<file path="src/rtl/pipeline_defs.sv">
// Shared fetch-pipeline definitions: datapath width, bubble encoding and
// the fetch FSM state encoding.
package pipeline_defs;

  localparam int XLEN = 32;
  localparam logic [XLEN-1:0] NOP_INSTR = 32'h0000_0000;

  typedef enum logic [1:0] {
    S_BOOT  = 2'd0,
    S_REQ   = 2'd1,
    S_DRAIN = 2'd2,
    S_STALL = 2'd3
  } fetch_state_e;

  // PC arithmetic is plain modulo-2^XLEN; alignment bits are left untouched.
  function automatic logic [XLEN-1:0] pc_advance(input logic [XLEN-1:0] pc,
                                                 input logic [XLEN-1:0] inc);
    return pc + inc;
  endfunction

endpackage

</file>
<file path="src/rtl/fetch_skid_reg.sv">
// One-entry {instruction, pc} holding register that parks a fetch which
// completed while decode was frozen.
module fetch_skid_reg
  import pipeline_defs::*;
(
  input  logic            clk_i,
  input  logic            rst_ni,
  input  logic            load_i,
  input  logic            clear_i,
  input  logic [XLEN-1:0] instr_i,
  input  logic [XLEN-1:0] pc_i,
  output logic            valid_o,
  output logic [XLEN-1:0] instr_o,
  output logic [XLEN-1:0] pc_o
);

  logic            valid_q, valid_d;
  logic [XLEN-1:0] instr_q, instr_d;
  logic [XLEN-1:0] pc_q, pc_d;

  // Clear wins so a redirect can never be overtaken by a stale entry.
  always_comb begin
    valid_d = valid_q;
    instr_d = instr_q;
    pc_d    = pc_q;
    if (clear_i) begin
      valid_d = 1'b0;
    end else if (load_i) begin
      valid_d = 1'b1;
      instr_d = instr_i;
      pc_d    = pc_i;
    end
  end

  always_ff @(posedge clk_i or negedge rst_ni) begin
    if (!rst_ni) begin
      valid_q <= 1'b0;
      instr_q <= '0;
      pc_q    <= '0;
    end else begin
      valid_q <= valid_d;
      instr_q <= instr_d;
      pc_q    <= pc_d;
    end
  end

  assign valid_o = valid_q;
  assign instr_o = instr_q;
  assign pc_o    = pc_q;

endmodule

</file>
<file path="src/rtl/if_fetch_stage.sv">
// Instruction-fetch stage: PC/redirect tracking, req/ack instruction-memory
// port, freeze skid buffering and the IF/ID register feeding decode.
module if_fetch_stage
  import pipeline_defs::*;
#(
  parameter logic [XLEN-1:0] RESET_PC  = 32'h0000_0000,
  parameter int unsigned     PC_INC    = 4,
  parameter logic [XLEN-1:0] NOP_INSTR = pipeline_defs::NOP_INSTR
) (
  input  logic            clk,
  input  logic            rst,
  input  logic            freeze,
  input  logic            branch_taken,
  input  logic [XLEN-1:0] branch_addr,
  output logic            imem_req,
  output logic [XLEN-1:0] imem_addr,
  input  logic            imem_ack,
  input  logic [XLEN-1:0] imem_rdata,
  output logic [XLEN-1:0] instruction,
  output logic [XLEN-1:0] pc_out,
  output logic            valid
);

  localparam logic [XLEN-1:0] INC = XLEN'(PC_INC);

  fetch_state_e    state_q, state_d;
  logic [XLEN-1:0] pc_q, pc_d;
  logic [XLEN-1:0] redir_q, redir_d;
  logic [XLEN-1:0] instr_q, instr_d;
  logic [XLEN-1:0] pcout_q, pcout_d;
  logic            valid_q, valid_d;

  logic            skid_load, skid_clear, skid_vld;
  logic [XLEN-1:0] skid_instr, skid_pc;
  logic [XLEN-1:0] pc_next;

  assign pc_next = pc_advance(pc_q, INC);

  fetch_skid_reg u_skid (
    .clk_i   (clk),
    .rst_ni  (rst),
    .load_i  (skid_load),
    .clear_i (skid_clear),
    .instr_i (imem_rdata),
    .pc_i    (pc_next),
    .valid_o (skid_vld),
    .instr_o (skid_instr),
    .pc_o    (skid_pc)
  );

  // A request already on the bus cannot be retracted, so a redirect that
  // arrives before the ack is parked in redir_q until S_DRAIN sees the ack.
  always_comb begin
    state_d    = state_q;
    pc_d       = pc_q;
    redir_d    = redir_q;
    skid_load  = 1'b0;
    skid_clear = 1'b0;
    case (state_q)
      S_BOOT: begin
        state_d = S_REQ;
        if (branch_taken) pc_d = branch_addr;
      end
      S_REQ: begin
        if (imem_ack) begin
          if (branch_taken) begin
            pc_d = branch_addr;
          end else begin
            pc_d = pc_next;
            if (freeze) begin
              skid_load = 1'b1;
              state_d   = S_STALL;
            end
          end
        end else if (branch_taken) begin
          redir_d = branch_addr;
          state_d = S_DRAIN;
        end
      end
      S_DRAIN: begin
        if (branch_taken) redir_d = branch_addr;
        if (imem_ack) begin
          pc_d    = branch_taken ? branch_addr : redir_q;
          state_d = S_REQ;
        end
      end
      S_STALL: begin
        if (branch_taken) begin
          skid_clear = 1'b1;
          pc_d       = branch_addr;
          state_d    = S_REQ;
        end else if (!freeze) begin
          skid_clear = 1'b1;
          state_d    = S_REQ;
        end
      end
      default: state_d = S_BOOT;
    endcase
  end

  // IF/ID register: redirect bubble beats freeze hold, skid beats live fetch.
  always_comb begin
    instr_d = instr_q;
    pcout_d = pcout_q;
    valid_d = valid_q;
    if (branch_taken) begin
      instr_d = NOP_INSTR;
      pcout_d = '0;
      valid_d = 1'b0;
    end else if (freeze) begin
      instr_d = instr_q;
    end else if (skid_vld) begin
      instr_d = skid_instr;
      pcout_d = skid_pc;
      valid_d = 1'b1;
    end else if ((state_q == S_REQ) && imem_ack) begin
      instr_d = imem_rdata;
      pcout_d = pc_next;
      valid_d = 1'b1;
    end else begin
      instr_d = NOP_INSTR;
      pcout_d = '0;
      valid_d = 1'b0;
    end
  end

  always_ff @(posedge clk or negedge rst) begin
    if (!rst) begin
      state_q <= S_BOOT;
      pc_q    <= RESET_PC;
      redir_q <= RESET_PC;
      instr_q <= NOP_INSTR;
      pcout_q <= '0;
      valid_q <= 1'b0;
    end else begin
      state_q <= state_d;
      pc_q    <= pc_d;
      redir_q <= redir_d;
      instr_q <= instr_d;
      pcout_q <= pcout_d;
      valid_q <= valid_d;
    end
  end

  assign imem_req    = (state_q == S_REQ) || (state_q == S_DRAIN);
  assign imem_addr   = pc_q;
  assign instruction = instr_q;
  assign pc_out      = pcout_q;
  assign valid       = valid_q;

  a_addr_stable: assert property (@(posedge clk) disable iff (!rst)
    (imem_req && !imem_ack) |=> $stable(imem_addr));

  a_skid_only_in_stall: assert property (@(posedge clk) disable iff (!rst)
    skid_vld |-> (state_q == S_STALL));

endmodule

</file>
<file path="config.mk">
export PLATFORM = sky130hd
export DESIGN_NAME = if_fetch_stage
export DESIGN_NICKNAME = d
export VERILOG_FILES = /design/src/rtl/pipeline_defs.sv /design/src/rtl/fetch_skid_reg.sv /design/src/rtl/if_fetch_stage.sv
export SDC_FILE = /design/constraint.sdc
export NUM_CORES = 1
export LEC_CHECK = 0
export BUFFER_PORTS_ARGS = -buffer_cell sky130_fd_sc_hd__buf_4
export CELL_PAD_IN_SITES_DETAIL_PLACEMENT = 1
export CELL_PAD_IN_SITES_GLOBAL_PLACEMENT = 1
export CORE_MARGIN = 10
export CORE_UTILIZATION = 45
export DETAILED_ROUTE_END_ITERATION = 7
export GPL_ROUTABILITY_DRIVEN = 1
export GPL_TIMING_DRIVEN = 0
export PLACE_DENSITY_LB_ADDON = 0.1
export SLEW_MARGIN = 5
export SYNTH_ARGS = -nofsm -noshare
export SYNTH_HDL_FRONTEND = slang
export SYNTH_HIERARCHICAL = 1
export SYNTH_SLANG_ARGS = --single-unit
</file>
<file path="constraint.sdc">
create_clock -name clk -period 3.15 [get_ports clk]
set_clock_uncertainty 0.2 [all_clocks]
set_input_delay 0.63 -clock clk [delete_from_list [all_inputs] [get_ports clk]]
set_output_delay 0.63 -clock clk [all_outputs]
set_load 0.01 [all_outputs]
</file>
# Word level (Yosys, flattened, before mapping)
# Index checks and enable logic that the tools add are counted.
[op_classes]
addsub = 1
mul = 0
div = 0
magnitude_cmp = 0
eq_ne = 12
shift = 0
mux = 37
bitwise_logic = 1
reduce_logical = 10
[ops]
columns = ["op", "n"]
rows = [
  ["32-bit two-way mux", 14],
  ["32-bit one-hot mux with 3 select lines", 1],
  ["32-bit one-hot mux with 2 select lines", 1],
  ["32-bit by 3-bit adder with 32-bit output, second input constant", 1],
  ["2-bit two-way mux", 7],
  ["1-bit two-way mux", 13],
  ["3-bit inequality test, second input constant", 4],
  ["2-bit one-hot mux with 4 select lines", 1],
  ["2-bit inequality test, second input constant", 3],
  ["5-bit AND reduction", 1],
  ["2-bit == test, second input constant", 2],
  ["2-bit by 1-bit inequality test with 1-bit output, second input constant", 2],
  ["2-bit AND reduction", 2],
  ["2-bit nonzero test", 2],
  ["3-bit AND reduction", 1],
  ["2-bit by 1-bit == test with 1-bit output, second input constant", 1],
  ["2-bit zero test", 1],
  ["2-bit OR reduction", 1],
  ["1-bit logical AND", 1],
  ["1-bit logical OR", 1],
  ["1-bit inverter", 1],
]
[word_totals]
register_bits = 196
latch_bits = 0
ramBits = 0
mem_bits_ro = 0
inputBits = 69
out_inout_bits = 98
wordCells = 70
memories = 0

# Logic depth before layout (Yosys ltp)
# Gate-level depths: netlist (run 1).
[logic_depth]
ltp_word = 6
mapped_depth = 10
depth_no_buf = 7

# Cells and area by module
# Netlist (run 1), hierarchy kept.
[by_module_without_submodules]
columns = ["module", "n_inst", "cells_per_inst", "area_per_inst_um2", "seq_area_each_um2"]
rows = [
  ["if_fetch_stage", 1, 708, 7140.6, 3278.1],
  ["fetch_skid_reg", 1, 139, 2733.9, 1626.6],
]

# Least setup slack after synthesis (run 1)
# Ideal clock, no wire load.
[synth_path]
path_kind = "input-to-reg"
start = "input freeze"
end = "register u_skid.instr_q[0] (netlist: u_skid/instr_o[0])"
setup_ps = 125
t_arrival_ps = 2274
required_ps = 2825
slack_ps = 550
stages = 8
path_buffers = 4
cell_sequence = "clkbuf_1 > nor2b_1 > buf_6 > and3_1 > nor2b_4 > buf_12 > buf_12 > mux2_4"
[synth_between]
elab_chain_cells = 5
word_cells_on_any_way = 9
classes_between = "7 x mux; 1 x bitwise; 1 x reduce/logical"
[synth_lines]
columns = ["element", "line", "rtl"]
rows = [
  ["start: declaration", "if_fetch_stage.sv:12", "input logic freeze,"],
  ["1-bit two-way mux", "if_fetch_stage.sv:70", "if (freeze) begin"],
  ["1-bit two-way mux", "if_fetch_stage.sv:66", "if (branch_taken) begin"],
  ["1-bit two-way mux", "if_fetch_stage.sv:65", "if (imem_ack) begin"],
  ["1-bit two-way mux", "if_fetch_stage.sv:59", "case (state_q)"],
  ["via skid_load", "if_fetch_stage.sv:33", "logic skid_load, skid_clear, skid_vld;"],
  ["2-bit AND reduction (no source line)", "n/a", ""],
  ["end signal: assignment", "fetch_skid_reg.sv:42", "instr_q <= instr_d;"],
  ["end: declaration", "fetch_skid_reg.sv:18", "logic [XLEN-1:0] instr_q, instr_d;"],
]
# The timed path passes the listed nets, and every way through them passes these cells.
# A chain may end at the register's enable or synchronous reset.

# Worst setup path after layout (run 1)
[layout_path]
start = "register state_q[1]"
end = "register pcout_q[1] (netlist: pc_out[1])"
[layout_between]
elab_chain_cells = 6
[layout_lines]
columns = ["element", "line", "rtl"]
rows = [
  ["start: declaration", "if_fetch_stage.sv:26", "fetch_state_e state_q, state_d;"],
  ["start signal: assignment", "if_fetch_stage.sv:136", "state_q <= state_d;"],
  ["2-bit by 1-bit == test with 1-bit output", "if_fetch_stage.sv:116", "end else if ((state_q == S_REQ) && imem_ack) begin"],
  ["1-bit logical AND", "if_fetch_stage.sv:116", ""],
  ["32-bit two-way mux", "if_fetch_stage.sv:116", ""],
  ["32-bit two-way mux", "if_fetch_stage.sv:112", "end else if (skid_vld) begin"],
  ["32-bit two-way mux", "if_fetch_stage.sv:110", "end else if (freeze) begin"],
  ["32-bit two-way mux", "if_fetch_stage.sv:106", "if (branch_taken) begin"],
  ["end signal: assignment", "if_fetch_stage.sv:140", "pcout_q <= pcout_d;"],
  ["end: declaration", "if_fetch_stage.sv:30", "logic [XLEN-1:0] pcout_q, pcout_d;"],
]
# No other way between the ends. The select of a mux whose other input is x is not followed.

==> out/metrics.csv, run 1 <==
metric,value,unit
share of layout cells above drive strength 1,0.336,
grt met1 use,0.289,
"Max FO, Critical Path",19,
initial DRC count,535,
Max Clk Rate,350,MHz
Slew HR,0.467,
initial antenna violation count,0,
utilization after layout,0.556,
post-route cell area,0.0121,sq mm
setup violators final,0,
Worst-Skew Late Latency,440,ps
pin count of the biggest net entering global routing,109,
drt first pass iters,5,
GR Util met3,0.0410,
worst-case hold slack,-38.7,ps
register area share after synthesis,0.497,
CTS clock-pin slew for the worst setup and hold paths,80,ps
WL final,30.2,mm
"most common cell after layout, fill and taps aside",dfrtp_1,
Crit. End Element,register,
Max Cap Viol,0,
crit path DAT,3000,ps
max incr delay on CP,510,ps
DR WL/cell,22.8,microns
FF+latch area,0.00490,sq mm
unrepaired setup endpoints after global routing,false,
syn_nets,920,
PD cells,937,mW/mm^2
clock buffer depth,2,
dpl hpwl,21.9,mm
GRT Max-Usage Layer,met2,
CTS Hold Bufs,0,
VDD IR-drop max,0.433,mV
Root Driver,clkbuf_16,
Antenna Cells,0,
# Post-CTS Setup Buffers,0,
final-report hold violation count,9,
fin crit share,0.906,
status,finished with violations,
Placed Area,0.0115,sq mm
Buf/Inv on CP,3,
Slew Limit Fails,0,
Syn Inst Count,847,
global-route wire length before repair,48.3,mm
CP cell instances,"inv_1, ha_1, buf_2, nand2_1, nor2_2, clkbuf_1, a221oi_1, nor3_1",
number of synthesized flops with an enable pin,0,
failing checks,hold timing,
"Req. time, crit path",3300,ps
I/O Pins,167,
GR met2 Demand/Resource,0.341,
top post-synthesis cells by area,"dfrtp_1 (50%), mux2_4 (9.1%), mux2_2 (4.4%)",
"FFs w/ async S/R, synth",1.00,
Leakage,5.46,nW
DIE AREA,0.0283,sq mm
Die X,168,microns
flop2flop setup slack,300,ps
cts bufs inserted,17,
CTS tree,built,
Tot GR Track Use,0.212,
most frequent cells in the layout,"dfrtp_1 (196), buf_4 (167), mux2_4 (60), nor3_1 (50), a221oi_1 (50)",
Final Net Count,1104,
routed vias,7711,
CP Launch Type,register,
vias in the first global route,8327,
"Primary FF master, synth",dfrtp_1,
Slowest cell on crit path,clkbuf_1,
Netlist cell types,62,
crit path kind,reg -> reg,
FP Rows,54,
Initial Util,0.455,
final-layout fill cell count,2368,
routability cong.,0.803,
H-tree levels,4,
Yosys top cell area share,0.497,
min-delay worst type,in -> async,
Resized Gates After CTS,0,
crit path time final,2850,ps
Least-Margin Pin Slew,799,ps
Area growth syn-to-layout,22.1,%
syn avg cell area,11.7,sq um
Vias/cell,5.83,
synth warn,6,
synthesized area,0.00987,sq mm
clock sink count,196,
cell taking the most area after synthesis,dfrtp_1,
"delay-heaviest family, CP",buffers and inverters,
port buffer count,165,
number of remaining DRC errors,0,
area of the multi-input gates,0.00451,sq mm
die height,168,microns
GRT overflow,0,
Final ANT Viol Nets,0,
"flops & latches, synth",196,
core area,0.0217,sq mm
==> final timing paths <==
path                                            start                              to  depth (start not counted)
max in group asynchronous                         rst       imem_addr[22]$_DFFE_PN0P_                          2
setup reg to reg               state_q[1]$_DFFE_PN0P_           pc_out[1]$_DFFE_PN0P_                          8
hold reg to reg            u_skid/valid_o$_DFFE_PN0P_      u_skid/valid_o$_DFFE_PN0P_                          2
min in group clk                       imem_rdata[24]  u_skid/instr_o[24]$_DFFE_PN0P_                          2
hold / removal                                    rst      instruction[9]$_DFFE_PN0P_                          1
setup / recovery               state_q[1]$_DFFE_PN0P_           pc_out[1]$_DFFE_PN0P_                          8
==> stage by stage <==
step	hold WS, ps	setup TNS, ps	worst slack, ps	power, mW	std cells
after floorplan	134	0	550	7.32	847
after global placement	270	-34720	-191	8.99	1292
after detailed placement	292	-51.9	-9.83	9.18	1293
after CTS	7.25	0	167	11.3	1323
after global routing	28.0	0	62.8	12.0	1323
final	-38.7	0	296	11.3	1323
==> logic make-up (layout without fill, tap and decap cells) <==
family,count (synthesis),count (layout),share of synthesized area
xor gates and xnor gates,28,28,0.0279
and+or+nand+nor,204,204,0.113
AOI/OAI and AO/OA,228,228,0.167
buffers and inverters,80,276,0.0466
DFF,196,196,0.497
adders and majority gates,4,4,0.00507
muxes,107,107,0.144
==> metal layers <==
| metal | up-vias | part of all wire | wire length [microns] |
|---|---|---|---|
| li1 | 3510 | - | - |
| met5 | - | 0 | 0 |
| met4 | 0 | 0.0094 | 285 |
| met3 | 21 | 0.040 | 1220 |
| met1 | 4010 | 0.47 | 14300 |
| met2 | 170 | 0.48 | 14400 |
==> synthesized netlist by cell type, types with 6 or more instances <==
cell type / n
xor2_1: 11
o21ai_0: 30
inv_1: 8
mux2_2: 39
xnor2_1: 13
clkbuf_1: 40
buf_1: 12
a22o_1: 21
nand3_1: 9
a31o_2: 15
o22a_1: 8
o21a_1: 8
nor3_1: 50
buf_12: 7
nor2b_1: 48
a21oi_1: 49
mux2i_1: 8
nand4_1: 6
a2bb2oi_1: 10
nor2_1: 27
and3_1: 6
dfrtp_1: 196
nand2_1: 37
a31oi_1: 9
mux2_4: 60
a221oi_1: 50
==> layout make-up <==
| type | instances | share of cell area |
|---|---|---|
| Timing Repair Buffer | 166 | 0.106 |
| Sequential cell | 196 | 0.407 |
| Clock buffer | 17 | 0.0353 |
| Inverter | 9 | 0.00280 |
| Buffer | 70 | 0.0352 |
| Tap cell | 280 | 0.0290 |
| Multi-Input combinational cell | 571 | 0.374 |
| Clock inverter | 14 | 0.0116 |
==> registers in the layout (all words and copies together) (netlist names) <==
name / cells
u_skid/instr_o: 32
u_skid/pc_o: 32
u_skid/valid_o: 1
imem_addr: 32
instruction: 32
state_q: 2
valid: 1
pc_out: 32
redir_q: 32
==> worst reg2reg max path: cells and delay by family (launching register included) <==
kind | cells | cell delay, ps
DFF | 1 | 420
adders and majority gates | 1 | 120
AOI/OAI and AO/OA | 1 | 190
buffers and inverters | 3 | 920
and+or+nand+nor | 3 | 920
==> report_power, final <==
group          total (mW)  internal [mW]  switching [mW]
registers            4.29           3.47           0.813
logic                4.88           2.36            2.52
clock network        2.13           1.05            1.09
Note: power is estimated with default switching activity, not from simulation.
==> run 2: changes to the inputs <==
--- a/config.mk
+++ b/config.mk
@@ -9,7 +9,7 @@
 export CELL_PAD_IN_SITES_DETAIL_PLACEMENT = 1
 export CELL_PAD_IN_SITES_GLOBAL_PLACEMENT = 1
 export CORE_MARGIN = 10
-export CORE_UTILIZATION = 45
+export CORE_UTILIZATION = 44
 export DETAILED_ROUTE_END_ITERATION = 7
 export GPL_ROUTABILITY_DRIVEN = 1
 export GPL_TIMING_DRIVEN = 0
@@ -17,5 +17,5 @@
 export SLEW_MARGIN = 5
 export SYNTH_ARGS = -nofsm -noshare
 export SYNTH_HDL_FRONTEND = slang
-export SYNTH_HIERARCHICAL = 1
 export SYNTH_SLANG_ARGS = --single-unit
+export TNS_END_PERCENT = 1
==> out/metrics.csv, run 2 <==
metric,value,unit,change
status,finished clean,,
Netlist cell types,52,,-16%
global-route wire length before repair,49.2,mm,+1.9%
crit path DAT,3020,ps,+20 ps
core area,0.0210,sq mm,-3.1%
pin count of the biggest net entering global routing,104,,-4.6%
Area growth syn-to-layout,23.5,%,
Slowest cell on crit path,clkbuf_1,,
Syn Inst Count,887,,+4.7%
most frequent cells in the layout,"dfrtp_1 (196), buf_4 (164), mux2_2 (71), clkbuf_1 (67), o21ai_0 (62)",,
clock sink count,196,,unchanged
PD cells,939,mW/mm^2,+0.17%
Root Driver,clkbuf_16,,
fin crit share,0.930,,+0.0241
Placed Area,0.0110,sq mm,-4.4%
WL final,31.0,mm,+2.9%
VDD IR-drop max,0.438,mV,+1.2%
cts bufs inserted,17,,unchanged
Slew Limit Fails,0,,unchanged
Initial Util,0.447,,-0.00865
register area share after synthesis,0.522,,+0.0257
worst-case hold slack,12.2,ps,+50.9 ps
syn_nets,960,,+4.3%
min-delay worst type,in -> async,,
setup violators final,0,,unchanged
vias in the first global route,8529,,+2.4%
Final Net Count,1142,,+3.4%
Least-Margin Pin Slew,796,ps,-3.03 ps
"delay-heaviest family, CP",buffers and inverters,,
setup_tns,0,ps,unchanged
"Req. time, crit path",3240,ps,-60 ps
Max Cap Viol,0,,unchanged
routability cong.,0.851,,+6.0%
die height,166,microns,-1.2%
syn avg cell area,10.6,sq um,-9.2%
Max Clk Rate,341,MHz,-2.6%
# Post-CTS Setup Buffers,0,,unchanged
Buf/Inv on CP,3,,unchanged
"most common cell after layout, fill and taps aside",dfrtp_1,,
Leakage,5.13,nW,-6.1%
I/O Pins,167,,unchanged
CP Launch Type,register,,
Final ANT Viol Nets,0,,unchanged
drt first pass iters,5,,unchanged
Tot Pwr,10.9,mW,-3.7%
CTS clock-pin slew for the worst setup and hold paths,70,ps,about the same
H-tree levels,4,,unchanged
top post-synthesis cells by area,"dfrtp_1 (52%), mux2_2 (8.5%), a221oi_1 (4.5%)",,
Yosys top cell area share,0.522,,+0.0257
FP Rows,53,,-1.9%
number of remaining DRC errors,0,,unchanged
initial DRC count,473,,-12%
GRT overflow,0,,unchanged
share of layout cells above drive strength 1,0.260,,-0.0756
"Primary FF master, synth",dfrtp_1,,
Crit. End Element,register,,
synth warn,0,,-6
number of synthesized flops with an enable pin,0,,unchanged
"FFs w/ async S/R, synth",1.00,,unchanged
routed vias,7856,,+1.9%
Slew HR,0.469,,+0.00202
Antenna Cells,0,,unchanged
DR WL/cell,22.9,microns,+0.43%
CTS tree,built,,
Worst-Skew Late Latency,440,ps,about the same
clock buffer depth,2,,unchanged
synthesized area,0.00939,sq mm,-4.9%
crit path kind,reg -> reg,,
DIE AREA,0.0276,sq mm,-2.4%
most frequent cells after synthesis,"dfrtp_1 (196), mux2_2 (71), clkbuf_1 (66), o21ai_0 (62), nand2_1 (59)",,
cell taking the most area after synthesis,dfrtp_1,,
dpl hpwl,22.5,mm,+2.8%
Die X,166,microns,-1.2%
crit path time final,2930,ps,+75.9 ps
post-route cell area,0.0116,sq mm,-3.9%
CP cell instances,"inv_1, ha_1, clkbuf_1, nor2_1, a2bb2oi_1, clkbuf_1, o31ai_1, nand2_1, o21ai_0",,
Vias/cell,5.79,,-0.60%
initial antenna violation count,0,,unchanged
"count leader, synth",dfrtp_1,,
max incr delay on CP,580,ps,+70 ps
port buffer count,163,,-1.2%
final-report hold violation count,0,,-9
unrepaired setup endpoints after global routing,false,,
"flops & latches, synth",196,,unchanged
Tot GR Track Use,0.222,,+0.0104
"Max FO, Critical Path",10,,-9
"Top cell by count, worst path",clkbuf_1,,
final-layout fill cell count,2370,,+0.084%
run 2: worst paths after layout:
| check | to | from | depth (start not counted) | slack (ps) |
|---|---|---|---|---|
| max | imem_addr[0]$_DFFE_PN0P_ | state_q[0]$_DFFE_PN0P_ | 9 | 220 |
| min | instruction[30]$_DFFE_PN0P_ | rst | 1 | 10 |
| max reg2reg | imem_addr[0]$_DFFE_PN0P_ | state_q[0]$_DFFE_PN0P_ | 9 | 220 |
| min reg2reg | u_skid.pc_o[31]$_DFFE_PN0P_ | u_skid.pc_o[31]$_DFFE_PN0P_ | 2 | 290 |
| max in group asynchronous | imem_addr[7]$_DFFE_PN0P_ | rst | 2 | 1740 |
| min in group clk | redir_q[15]$_DFFE_PN0P_ | branch_addr[15] | 2 | 230 |
run 2: layout make-up:
type                    count  area (sq um)  area share
repair buffers            164          1260       0.109
clock buffers              21           450      0.0389
flip-flops and latches    196          4900       0.423
inverters                  16          60.1     0.00518
clock inverters            10           149      0.0128
well taps                 275           344      0.0297
multi-input cells         599          4130       0.356
plain buffers              75           298      0.0257
run 2: metal layers:
metal	GRT usage	routed length (microns)
met1	0.279	13500
met4	0.0597	620
met5	0	0
met3	0.0516	1580
met2	0.375	15400
run 2: kinds of logic (layout without fill, tap and decap cells):
logic type	count (synthesis)	after routing	share of synthesized area
muxes	75	75	0.0894
xor gates and xnor gates	28	28	0.0261
and+or+nand+nor	223	223	0.131
AOI/OAI and AO/OA	269	269	0.188
DFF	196	196	0.522
adders and majority gates	4	4	0.00533
buffers and inverters	92	286	0.0384
run 2: where the power goes:
part / total (mW) / internal (mW) / switching [mW]
Clock: 2.28 / 1.28 / 0.995
Sequential: 4.27 / 3.46 / 0.813
Combinational: 4.33 / 1.87 / 2.46
Total: 10.9 / 6.61 / 4.27
run 2: stage by stage:
step                      utilization  cells  setup WS (ps)
after floorplan                     -    887            788
after global placement          0.521   1325           -196
after CTS                       0.552   1357           57.4
after global routing            0.552   1356           20.1
final                           0.552   1356            220
after detailed placement        0.523   1326          -55.9
run 2: timing repair:
action	in CTS	in global routing
hold endpoints to repair	0	0
pin swaps	0	0
hold buffers	0	0
gates resized for setup	1	2
endpoints found under the setup margin	10	16
==> run 3: changes to the inputs <==
==> constraint.sdc (replaced) <==
create_clock -name clk -period 3.15 [get_ports clk]
set_clock_uncertainty 0.2 [all_clocks]
set_input_delay 0.4725 -clock clk [delete_from_list [all_inputs] [get_ports clk]]
set_output_delay 0.4725 -clock clk [all_outputs]
set_load 0.01 [all_outputs]
==> out/metrics.csv, run 3 (synthesized netlist as in run 2, its figures left out) <==
metric,value,unit,change
cts bufs inserted,17,,unchanged
PD cells,938,mW/mm^2,about the same
dpl hpwl,22.5,mm,unchanged
Crit. End Element,register,,
final worst slack,231,ps,+11.3 ps
crit path kind,reg -> reg,,
RR Startpoint,state_q[0]$_DFFE_PN0P_,,
"Top cell by count, worst path",clkbuf_1,,
"delay-heaviest family, CP",buffers and inverters,,
CP Launch Type,register,,
utilization after layout,0.552,,about the same
clock network fraction of total power,0.209,,about the same
Worst Hold Path EP,redir_q[15]$_DFFE_PN0P_,,
drt first pass iters,5,,unchanged
Area growth syn-to-layout,23.6,%,about the same
worst min-delay path startpoint,branch_addr[15],,
number of remaining DRC errors,0,,unchanged
core area,0.0210,sq mm,unchanged
reg-to-reg endpoint,imem_addr[0]$_DFFE_PN0P_,,
WL final,31.0,mm,about the same
port buffer count,163,,unchanged
clock buffer depth,2,,unchanged
I/O Pins,167,,unchanged
crit path time final,2920,ps,-11.3 ps
"Req. time, crit path",3240,ps,about the same
max incr delay on CP,590,ps,about the same
GRT overflow,0,,unchanged
Comb pwr share,0.399,,about the same
DR WL/cell,22.9,microns,-0.11%
Final Net Count,1143,,+0.088%
Slew Limit Fails,0,,unchanged
final-report hold violation count,0,,unchanged
Leakage,5.13,nW,about the same
initial antenna violation count,0,,unchanged
CP cell instances,"inv_1, ha_1, clkbuf_1, nor2_1, a2bb2oi_1, clkbuf_1, o31ai_1, nand2_1, o21ai_0",,
die height,166,microns,unchanged
Max Clk Rate,343,MHz,+0.39%
"Max FO, Critical Path",10,,unchanged
crit path DAT,3010,ps,about the same
Worst-Skew Late Latency,440,ps,about the same
pin count of the biggest net entering global routing,104,,unchanged
post-place setup slack,-35.1,ps,+20.9 ps
Least-Margin Pin Slew,801,ps,+5.10 ps
internal power,6.61,mW,about the same
min-delay worst type,in -> reg,,
Max Cap Viol,0,,unchanged
Tot GR Track Use,0.222,,about the same
Final ANT Viol Nets,0,,unchanged
clock sink count,196,,unchanged
flop2flop setup slack,230,ps,about the same
worst-case hold slack,69.2,ps,+57.0 ps
# Post-CTS Setup Buffers,0,,unchanged
share of layout cells above drive strength 1,0.260,,about the same
CTS tree,built,,
worst r2r path cells,9,,unchanged
"most common cell after layout, fill and taps aside",dfrtp_1,,
unrepaired setup endpoints after global routing,false,,
Slowest cell on crit path,clkbuf_1,,
global-route wire length before repair,49.2,mm,about the same
DIE AREA,0.0276,sq mm,unchanged
initial DRC count,487,,+3.0%
Hold Path Cell Cnt,2,,
VDD IR-drop max,0.437,mV,-0.10%
FP Rows,53,,unchanged
Seq pwr share,0.392,,about the same
Sw Share,0.393,,about the same
Root Driver,clkbuf_16,,
routability cong.,0.851,,unchanged
Die X,166,microns,unchanged
Slew HR,0.466,,-0.00340
Buf/Inv on CP,3,,unchanged
Net Sw Power,4.27,mW,about the same
Placed Area,0.0110,sq mm,unchanged
routed vias,7865,,+0.11%
DP Cell Count,1326,,unchanged
Vias/cell,5.80,,about the same
setup violators final,0,,unchanged
Initial Util,0.447,,unchanged
status,finished clean,,
vias in the first global route,8532,,+0.035%
fin crit share,0.927,,-0.00359
Antenna Cells,0,,unchanged
post-route cell area,0.0116,sq mm,about the same
most frequent cells in the layout,"dfrtp_1 (196), buf_4 (164), mux2_2 (71), clkbuf_1 (67), o21ai_0 (62)",,
CTS clock-pin slew for the worst setup and hold paths,80,ps,about the same
H-tree levels,4,,unchanged
final std cells w/o fill,1357,,+0.074%
run 3: cell count changes in the layout (fill, tap and decap cells not counted), sizes merged:
| cell | previous run | this run |
|---|---|---|
| dlygate4sd3 | 0 | 1 |
run 3: timing repair:
item / in CTS / in global routing
endpoints found under the setup margin: 10 / 16
hold endpoints to repair: 93 / 0
hold buffers: 1 / 0
gates resized for setup: 1 / 2
run 3: cell type report:
class	instances	area, sq um
Sequential cell	196	4900
Multi-Input combinational cell	599	4130
Clock buffer	21	450
Tap cell	275	344
Fill cell	2369	9420
Clock inverter	10	149
Inverter	16	60.1
Timing Repair Buffer	165	1270
Buffer	75	298
run 3: power by group through the flow:
| stage | clock [mW] | combinational, mW | sequential [mW] |
|---|---|---|---|
| after floorplan | 0 | 2.57 | 4.19 |
| after global placement | 0 | 4.22 | 4.22 |
| after detailed placement | 0 | 4.33 | 4.27 |
| after CTS | 2.31 | 4.37 | 4.24 |
| after global routing | 2.42 | 4.76 | 4.39 |
| final | 2.27 | 4.34 | 4.27 |
run 3: metal layers:
metal,share of wire,global-route usage,wire length [microns],up-vias
met5,0,0,0,-
met4,0.020,0.0597,631,0
met1,0.43,0.279,13400,4011
met2,0.50,0.375,15400,207
li1,-,-,-,3611
met3,0.049,0.0518,1520,36
run 3: worst max-delay path by stage:
stage | startpoint | end | slack (ps) | cells after the start
after floorplan | imem_addr[10]$_DFFE_PN0P_ | imem_addr[28]$_DFFE_PN0P_ | 790 | 6
after global placement | rst | redir_q[24]$_DFFE_PN0P_ | -40 | 1
after global routing | state_q[0]$_DFFE_PN0P_ | imem_addr[0]$_DFFE_PN0P_ | 20 | 9
after CTS | state_q[1]$_DFFE_PN0P_ | u_skid.pc_o[28]$_DFFE_PN0P_ | 60 | 10
after detailed placement | state_q[1]$_DFFE_PN0P_ | u_skid.pc_o[25]$_DFFE_PN0P_ | -40 | 10
final | state_q[0]$_DFFE_PN0P_ | imem_addr[0]$_DFFE_PN0P_ | 230 | 9
run 3: metrics by stage:
step | power [mW] | setup TNS, ps
after floorplan | 6.75 | 0
after global placement | 8.44 | -4590
after detailed placement | 8.60 | -147
after CTS | 10.9 | 0
after global routing | 11.6 | 0
final | 10.9 | 0
